===== src/rtl/wb_store_queue.sv =====
// wb_store_queue: writeback-stage store queue.
//
// Buffers retired memory-destination stores and drains them in order into
// the memory stage's writeback store port, one per cycle unless wbaq_isfull
// holds the head. Each cycle the memory stage's two pending read ranges are
// compared against every buffered store and the store currently enqueuing;
// any byte overlap raises fwd_stall so a younger load cannot read the D$
// ahead of an older store.
//
// Ports:
//   clk, clr                 clock, synchronous active-low reset
//   enq_valid/addr/data/size/ptcid, enq_ready   store input from writeback
//   wb_valid/memaddr/memdata/size/ptcid         head entry, zero when empty
//   wbaq_isfull              memory-stage queue full, head not accepted
//   probe_valid, m1_rd, m2_rd, mem_addr{1,2}[_end]  read ranges to check
//   fwd_stall                overlap with a buffered/enqueuing store
//   sq_empty, sq_count       occupancy status
module wb_store_queue #(
  parameter int DEPTH = 8,
  parameter int PTR_W = 3
) (
  input  logic             clk,
  input  logic             clr,
  input  logic             enq_valid,
  input  logic [31:0]      enq_addr,
  input  logic [63:0]      enq_data,
  input  logic [1:0]       enq_size,
  input  logic             enq_ptcid,
  output logic             enq_ready,
  output logic             wb_valid,
  output logic [31:0]      wb_memaddr,
  output logic [63:0]      wb_memdata,
  output logic [1:0]       wb_size,
  output logic             wb_ptcid,
  input  logic             wbaq_isfull,
  input  logic             probe_valid,
  input  logic             m1_rd,
  input  logic             m2_rd,
  input  logic [31:0]      mem_addr1,
  input  logic [31:0]      mem_addr1_end,
  input  logic [31:0]      mem_addr2,
  input  logic [31:0]      mem_addr2_end,
  output logic             fwd_stall,
  output logic             sq_empty,
  output logic [PTR_W:0]   sq_count
);

  localparam logic [PTR_W:0] FULL_CNT = (PTR_W+1)'(DEPTH);

  logic [31:0]      q_addr  [DEPTH];
  logic [63:0]      q_data  [DEPTH];
  logic [1:0]       q_size  [DEPTH];
  logic             q_ptcid [DEPTH];
  logic [PTR_W-1:0] head;
  logic [PTR_W-1:0] tail;
  logic [PTR_W:0]   count;

  logic             enq_fire;
  logic             deq_fire;
  logic [DEPTH-1:0] entry_valid;

  assign enq_ready = (count != FULL_CNT);
  assign wb_valid  = (count != '0);
  assign sq_empty  = (count == '0);
  assign sq_count  = count;
  assign enq_fire  = enq_valid && enq_ready;
  assign deq_fire  = wb_valid && !wbaq_isfull;

  assign wb_memaddr = wb_valid ? q_addr[head]  : '0;
  assign wb_memdata = wb_valid ? q_data[head]  : '0;
  assign wb_size    = wb_valid ? q_size[head]  : '0;
  assign wb_ptcid   = wb_valid ? q_ptcid[head] : 1'b0;

  always_ff @(posedge clk) begin
    if (!clr) begin
      head  <= '0;
      tail  <= '0;
      count <= '0;
      for (int unsigned i = 0; i < DEPTH; i++) begin
        q_addr[i]  <= '0;
        q_data[i]  <= '0;
        q_size[i]  <= '0;
        q_ptcid[i] <= 1'b0;
      end
    end else begin
      if (enq_fire) begin
        q_addr[tail]  <= enq_addr;
        q_data[tail]  <= enq_data;
        q_size[tail]  <= enq_size;
        q_ptcid[tail] <= enq_ptcid;
        tail          <= tail + 1'b1;
      end
      if (deq_fire) begin
        head <= head + 1'b1;
      end
      case ({enq_fire, deq_fire})
        2'b10:   count <= count + 1'b1;
        2'b01:   count <= count - 1'b1;
        default: count <= count;
      endcase
    end
  end

  // An entry is live when its distance from head (mod DEPTH) is below count;
  // this also covers the full case where head == tail.
  always_comb begin
    entry_valid = '0;
    for (int unsigned i = 0; i < DEPTH; i++) begin
      entry_valid[i] = ({1'b0, PTR_W'(i) - head} < count);
    end
  end

  // Store end is kept in 33 bits so a store crossing the top of the address
  // space never wraps to low addresses.
  function automatic logic store_hits(
    input logic [31:0] s_addr,
    input logic [1:0]  s_size,
    input logic        rd1,
    input logic [31:0] r1_start,
    input logic [31:0] r1_end,
    input logic        rd2,
    input logic [31:0] r2_start,
    input logic [31:0] r2_end
  );
    logic [32:0] s_start;
    logic [32:0] s_end;
    logic        ov1;
    logic        ov2;
    s_start = {1'b0, s_addr};
    s_end   = s_start + (33'd1 << s_size) - 33'd1;
    ov1 = (s_start <= {1'b0, r1_end}) && ({1'b0, r1_start} <= s_end);
    ov2 = (s_start <= {1'b0, r2_end}) && ({1'b0, r2_start} <= s_end);
    return (rd1 && ov1) || (rd2 && ov2);
  endfunction

  always_comb begin
    logic hit;
    hit = enq_valid && store_hits(enq_addr, enq_size, m1_rd, mem_addr1,
                                  mem_addr1_end, m2_rd, mem_addr2, mem_addr2_end);
    for (int unsigned i = 0; i < DEPTH; i++) begin
      if (entry_valid[i] && store_hits(q_addr[i], q_size[i], m1_rd, mem_addr1,
                                       mem_addr1_end, m2_rd, mem_addr2,
                                       mem_addr2_end)) begin
        hit = 1'b1;
      end
    end
    fwd_stall = probe_valid && hit;
  end

endmodule


===== config.mk =====
export PLATFORM = sky130hd
export DESIGN_NAME = wb_store_queue
export DESIGN_NICKNAME = d
export VERILOG_FILES = /design/src/rtl/wb_store_queue.sv
export SDC_FILE = /design/constraint.sdc
export NUM_CORES = 2
export LEC_CHECK = 0
export BUFFER_PORTS_ARGS = -buffer_cell sky130_fd_sc_hd__buf_2
export CAP_MARGIN = 5
export CELL_PAD_IN_SITES_DETAIL_PLACEMENT = 0
export CELL_PAD_IN_SITES_GLOBAL_PLACEMENT = 1
export CORE_ASPECT_RATIO = 0.9
export CORE_MARGIN = 2
export CORE_UTILIZATION = 50
export DETAILED_ROUTE_END_ITERATION = 10
export GPL_TIMING_DRIVEN = 0
export PLACE_DENSITY_LB_ADDON = 0.1
export SYNTH_ARGS = -nofsm -noshare
export SYNTH_HDL_FRONTEND = slang
export SYNTH_SLANG_ARGS = --single-unit

===== constraint.sdc =====
create_clock -name clk -period 11.85 [get_ports clk]
set_input_delay 2.37 -clock clk [delete_from_list [all_inputs] [get_ports clk]]
set_output_delay 2.37 -clock clk [all_outputs]
set_load 0.01 [all_outputs]

Word-level counts from Yosys, hierarchy flattened
Memories as Yosys holds them, arrays and structs flattened. A register that Yosys moved wholly into a read port is not among the register bits.
Cells that the tools add are included.
W data, S select, Z words.

word-level totals
  bits in registers = 10
  bits in writable memories = 792
  bits of input ports = 234
  output and inout port bits = 107
  logic and storage cells = 195
  memories = 4

memory list
  memory   words  width  rd ports  clocked after Yosys merged registers in  write ports  line  text
  q_data   8      64     1         1                                        8            51    logic [63:0] q_data [DEPTH];
  q_addr   8      32     9         1                                        8            50    logic [31:0] q_addr [DEPTH];
  q_size   8      2      9         1                                        8            52    logic [1:0] q_size [DEPTH];
  q_ptcid  8      1      1         1                                        8            53    logic q_ptcid [DEPTH];

cells by class
  add/sub/neg operators = 30
  order comparisons = 44
  equality and inequality tests = 3
  shift operators = 9
  mux-type cells = 37
  reduce and logical (&&, ||, !) cells = 65

operator list
  cell                     count
  $le A32 B33 Y1           18
  $le A32 B32 Y1           18
  $add A32 B33 Y33         9
  $shl A1 B2 Y33 const A   9
  $sub A33 B1 Y33 const B  9
  $mux W64                 2
  $mux W32                 2
  $reduce_or A64 Y1        1
  $logic_and A1 B1 Y1      48
  $mux W3                  12
  $lt A3 B4 Y1             8
  $reduce_or A32 Y1        1
  $mux W1                  18
  $sub A3 B3 Y3 const A    4
  $logic_or A1 B1 Y1       9
  $pmux W4 S2              1
  $add A3 B1 Y3 const B    2
  $sub A1 B3 Y3 const A    2
  $sub A2 B3 Y3 const A    2
  $add A4 B1 Y4 const B    1
  $logic_not A4 Y1         1
  $mux W2                  2
  $ne A4 B4 Y1 const B     1
  $reduce_bool A4 Y1       1
  7 further kinds          7

Depth between registers and ports, before layout
  depth in word-level cells = 17
  depth in mapped cells = 30
  mapped depth without buffers = 30

Least setup slack after synthesis
OpenSTA, ideal clock, no wires.

  path kind = in2reg
  start = in enq_valid
  end = mem q_addr[4][0], enable pin
  setup time = 0.690 ns
  arrival time = 10.001 ns
  slack = 1.159 ns
  stages on the path = 5
  path buffers = 2
  cell sequence = and2_1 > nand2_1 > clkbuf_1 > clkbuf_1 > o21ai_0

RTL lines
  element          line  text
  start, declared  24    input logic enq_valid,
  end, declared    50

Worst setup path in the final report
  start = in enq_addr[6]
  end = out fwd_stall

between the ends
  longest elaborated chain between the ends = 16
  elaborated cells between the ends (all ways) = 21

RTL lines
  element                                 line      text
  start, declared                         25        input logic [31:0] enq_addr,
  $add A32 B33 Y33                        130       s_end = s_start + (33'd1 << s_size) - 33'd1;
  $sub A33 B1 Y33                         130
  $le A32 B33 Y1 (on tied branches)       131, 132
  $logic_and A1 B1 Y1 (on tied branches)  131, 132
  $logic_and A1 B1 Y1                     133       return (rd1 && ov1) || (rd2 && ov2);
  $logic_or A1 B1 Y1 (*)                  133
  $logic_and A1 B1 Y1 (*)                 138       hit = enq_valid && store_hits(enq_addr, enq_size, m1_rd, mem_addr1,
  $mux W1 (*) (8 in a row)                141       if (entry_valid[i] && store_hits(q_addr[i], q_size[i], m1_rd, mem_addr1,
  $logic_and A1 B1 Y1 (*)                 147       fwd_stall = probe_valid && hit;
  end, declared                           43        output logic fwd_stall,

Every way passes the cells marked *; elsewhere a longest branch is shown, timed or not.

==> impl_results.md <==
* Most frequent cells after synthesis: 1477 x ha_1, 784 x edfxtp_1, 613 x and2_1
* Fill cells at between 10000 and 15000
* RSZ-0062 raised after global routing: no
* Vias post-DR at 67450
* Number of DRC markers in iteration 0 at between 8000 and 9000
* Drt pass-1 iters at 8
* Synth Instances at between 7000 and 8000
* Post-synthesis xor/xnor area fraction at 0.03095
* Met1 WL at ~130000 um
* Multiplexer area fraction after synthesis at 0.07145
* Worst hold margin at approximately 470 ps
* Post-Syn Nets at between 9000 and 10000
* Crit end category: output pin
* Fin crit period at between 10000 and 15000 ps
* Area of the mapped netlist at about 77000 um2
* Status: finished with violations
* Fmax at between 80 and 90 MHz
* PD cells at about 130 nW/um2
* Type of the most critical hold path: flip-flop to flip-flop
* Die area at 156600 um2
* Hold-fix buffers, CTS at 0
* CTS Root Cell: clkbuf_16
* Post-synth EDFFs at approximately 800
* Initial antenna violation count at 40
* Pint at approximately 6.6 mW
* CP Max Fanout at 7
* FF+latch area at approximately 24000 um2
* DR WL met3 at 35010 um
* NetSw at 4.685 mW
* Max incr delay on CP at approximately 1000 ps
* Core area at ~150000 um2
* PortBufs at ~340
* Setup-failing EPs final at 1
* Post-DR wirelength/cell at around 34 um
* Comb pwr share at 0.450
* Leak Pwr at between 30 and 40 nW
* Max cap viols at 1
* Synth-to-Final Area Change at 10.55%
* Ys async rst share at 0
* WL final at 346100 um
* Vias in the first global route at roughly 65000
* Post-synth top area share at 0.3069
* Final antenna-violating net count at 0
* Clock share of power at 0.236
* Post-synthesis simple-gate area fraction at 0.1601
* Switching Fraction at 0.4134
* Violated checks: capacitance limit, slew limit, setup timing
* Total GRT Usage at 0.4317
* Syn avg cell area at about 10 um2
* Share of cells above drive strength 1 at 0.09897
* Post-layout net count at 9792
* Relative slew slack at -0.002027
* Worst Skew at about 59 ps
* Area contributors post-synth: edfxtp_1 31%, ha_1 24%, mux4_2 5.8%
* Synth Area in Compound Gates at 0.1431
* Top_reg_cell synth: edfxtp_1
* Clock Pin Slew Worst Setup and Hold Paths at ~60 ps
* Multi-input logic area at between 50000 and 60000 um2
* Die width at between 400 and 500 um
* Final core occ at 0.5563
* Pre-CTS WS at -1519 ps
* Yosys warns at 0
* Clk_lat worst skew at a little over 700 ps
* Worst setup path class: input port to output pin
* Largest family of logic cells by synthesized area: adder cells
* I/O Pins at between 300 and 400
* Post-route setup slack at -36.71 ps
* Largest net degree at the start of global routing at 56
* Final Cycle Share at 1.003
* First-pass GRT wire length at 474200 um
* Die Ht at 375.6 um
* Number of CTS-inserted buffers at just over 80
* Grt ovf at 0
* HPWL Detailed at 274700 um
* Critical-path cell list: buf_2, inv_1, ha_1, o21ai_0, a2111o_1, o22ai_1, a41oi_1, o211ai_1, a21o_1, a21oi_1, a2bb2oi_1, a21boi_0, nor2_1, xnor2_1, ha_1, nand4_1, a221oi_1, o31a_1, o32ai_1, nor4b_2, o2111ai_1, nor4_2, a41oi_2, buf_2
* Required @ worst endpoint at about 9500 ps
* Slew @ Worst Pin at 1503 ps
* H-tree levels at 3
* Yosys reg bits at slightly above 800
* Sequential share of the synthesized area at 0.3123
* DRC at 0
* Highest routed layer: met5
* Starting Density at 0.5032
* Unique masters post-synth at between 80 and 90
* Startpoint Class: input port
* WL met2 at between 100000 and 150000 um
* Final Max Tran Viols at 9
* Crit-path slowest cell: o22ai_1
* Final hold violations at 0
* Drt via density at 6.647
* CTS Sinks at roughly 810
* Area leader, netlist: edfxtp_1
* Row count at 136
* Post-synthesis adder-cell area fraction at 0.2439
* Crit path DAT at 9520 ps
* CTS tree: built
* Worst VDD drop at approximately 0.17 mV
* Reg power frac at 0.314
* Top-count cell post-synth: ha_1
* GPL Wtd Cong at between 1 and 1.5
* Clock buffer depth at 3
## worst max-delay path, delay by kind of cell
kind / cells / cell delay (ps)
compound gates: 14 / 4320
simple gates: 4 / 1160
fa+ha+maj: 2 / 820
buf+inv: 3 / 630
xor+xnor: 1 / 180
## per-layer routing
metal / GRT usage / up-vias
met1: 0.5381 / 32890
met5: 0.001849 / -
li1: - / 29910
met2: 0.6551 / 3700
met4: 0.3283 / 36
met3: 0.09354 / 918
## kinds of logic (layout without fill, tap and decap cells)
group | after synthesis | count (layout)
other | 0 | 12
muxes | 300 | 300
buffers and inverters | 780 | 1313
and+or+nand+nor | 2256 | 2256
AOI/OAI and AO/OA | 1702 | 1702
adders and majority gates | 1490 | 1490
DFF | 805 | 805
xor gates and xnor gates | 268 | 268
## area by class of cell
class | instances | share of cell area
Clock inverter | 49 | 0.006226
Antenna cell | 12 | 0.0003541
Inverter | 572 | 0.02545
Tap cell | 2001 | 0.02952
Buffer | 207 | 0.009279
Timing Repair Buffer | 386 | 0.02942
Sequential cell | 805 | 0.2825
Multi-Input combinational cell | 6016 | 0.5915
Clock buffer | 99 | 0.02568
## power by group through the flow
stage / Sequential [mW] / Combinational [mW] / Clock, mW
floorplan: 3.46 / 3.09 / 0
global placement: 3.63 / 4.80 / 0
detailed placement: 3.59 / 4.92 / 0
CTS: 3.53 / 4.97 / 2.68
global route: 3.55 / 5.48 / 2.78
finish: 3.56 / 5.10 / 2.68
## flip-flops by register name, indices dropped and copies added (netlist names), named ones only
register	flops
sq_count	4
q_data	512
head	3
q_size	16
q_ptcid	8
tail	3
q_addr	256
## layout by cell type (no fill, tap or decap), types with 27 or more instances in the layout
master | synthesis | routed
a31oi_1 | 31 | 28
clkbuf_1 | 168 | 175
inv_1 | 570 | 567
nor4_1 | 185 | 179
clkbuf_16 | 0 | 84
buf_1 | 40 | 39
xnor2_1 | 145 | 144
and2_1 | 613 | 613
nor3_1 | 156 | 148
o211ai_1 | 60 | 60
or2_2 | 27 | 27
a21o_1 | 311 | 311
buf_2 | 0 | 342
nand4_1 | 222 | 222
and3_1 | 49 | 49
nor2_1 | 365 | 365
a211oi_1 | 90 | 87
a21oi_1 | 514 | 514
o21ai_0 | 307 | 303
o21bai_1 | 68 | 68
nand2_1 | 271 | 271
mux4_2 | 198 | 198
ha_1 | 1477 | 1477
xor2_1 | 121 | 120
edfxtp_1 | 784 | 784
nand2b_1 | 66 | 60
o21a_1 | 64 | 64
mux2i_1 | 101 | 101
and4_1 | 28 | 28
nand3_1 | 142 | 141
nor2b_1 | 70 | 70
## stage by stage
step           std cells  TNS [ps]  total power [mW]  area, um2
2_1_floorplan       7601         0             6.547      76720
4_1_cts            10120         0             11.18      84550
5_1_grt            10140         0             11.81      84790
6_report           10150    -36.71             11.33      84810
3_3_place_gp        9939  -1261840             8.433      80910
3_5_place_dp        9973     -1519             8.513      81690
## timing repair
item | 4_1_cts | 5_1_grt
setup buffers | 4 | 7
pin swaps | 4 | 3
endpoints found under the setup margin | 1 | 1
gates resized for setup | 21 | 20
gates cloned | 0 | 0
## path summary, 6_finish.rpt
path	startpoint	to	slack, ps	cells past startpoint
worst min-delay path	q_ptcid[0]	q_ptcid[0]	470	2
worst max-delay path	enq_addr[6]	fwd_stall	-40	24
worst min register to register	q_ptcid[0]	q_ptcid[0]	470	2
worst max register to register	sq_count[3]	q_addr[0][23]	6670	9
Power figures use the tool's default switching activity.
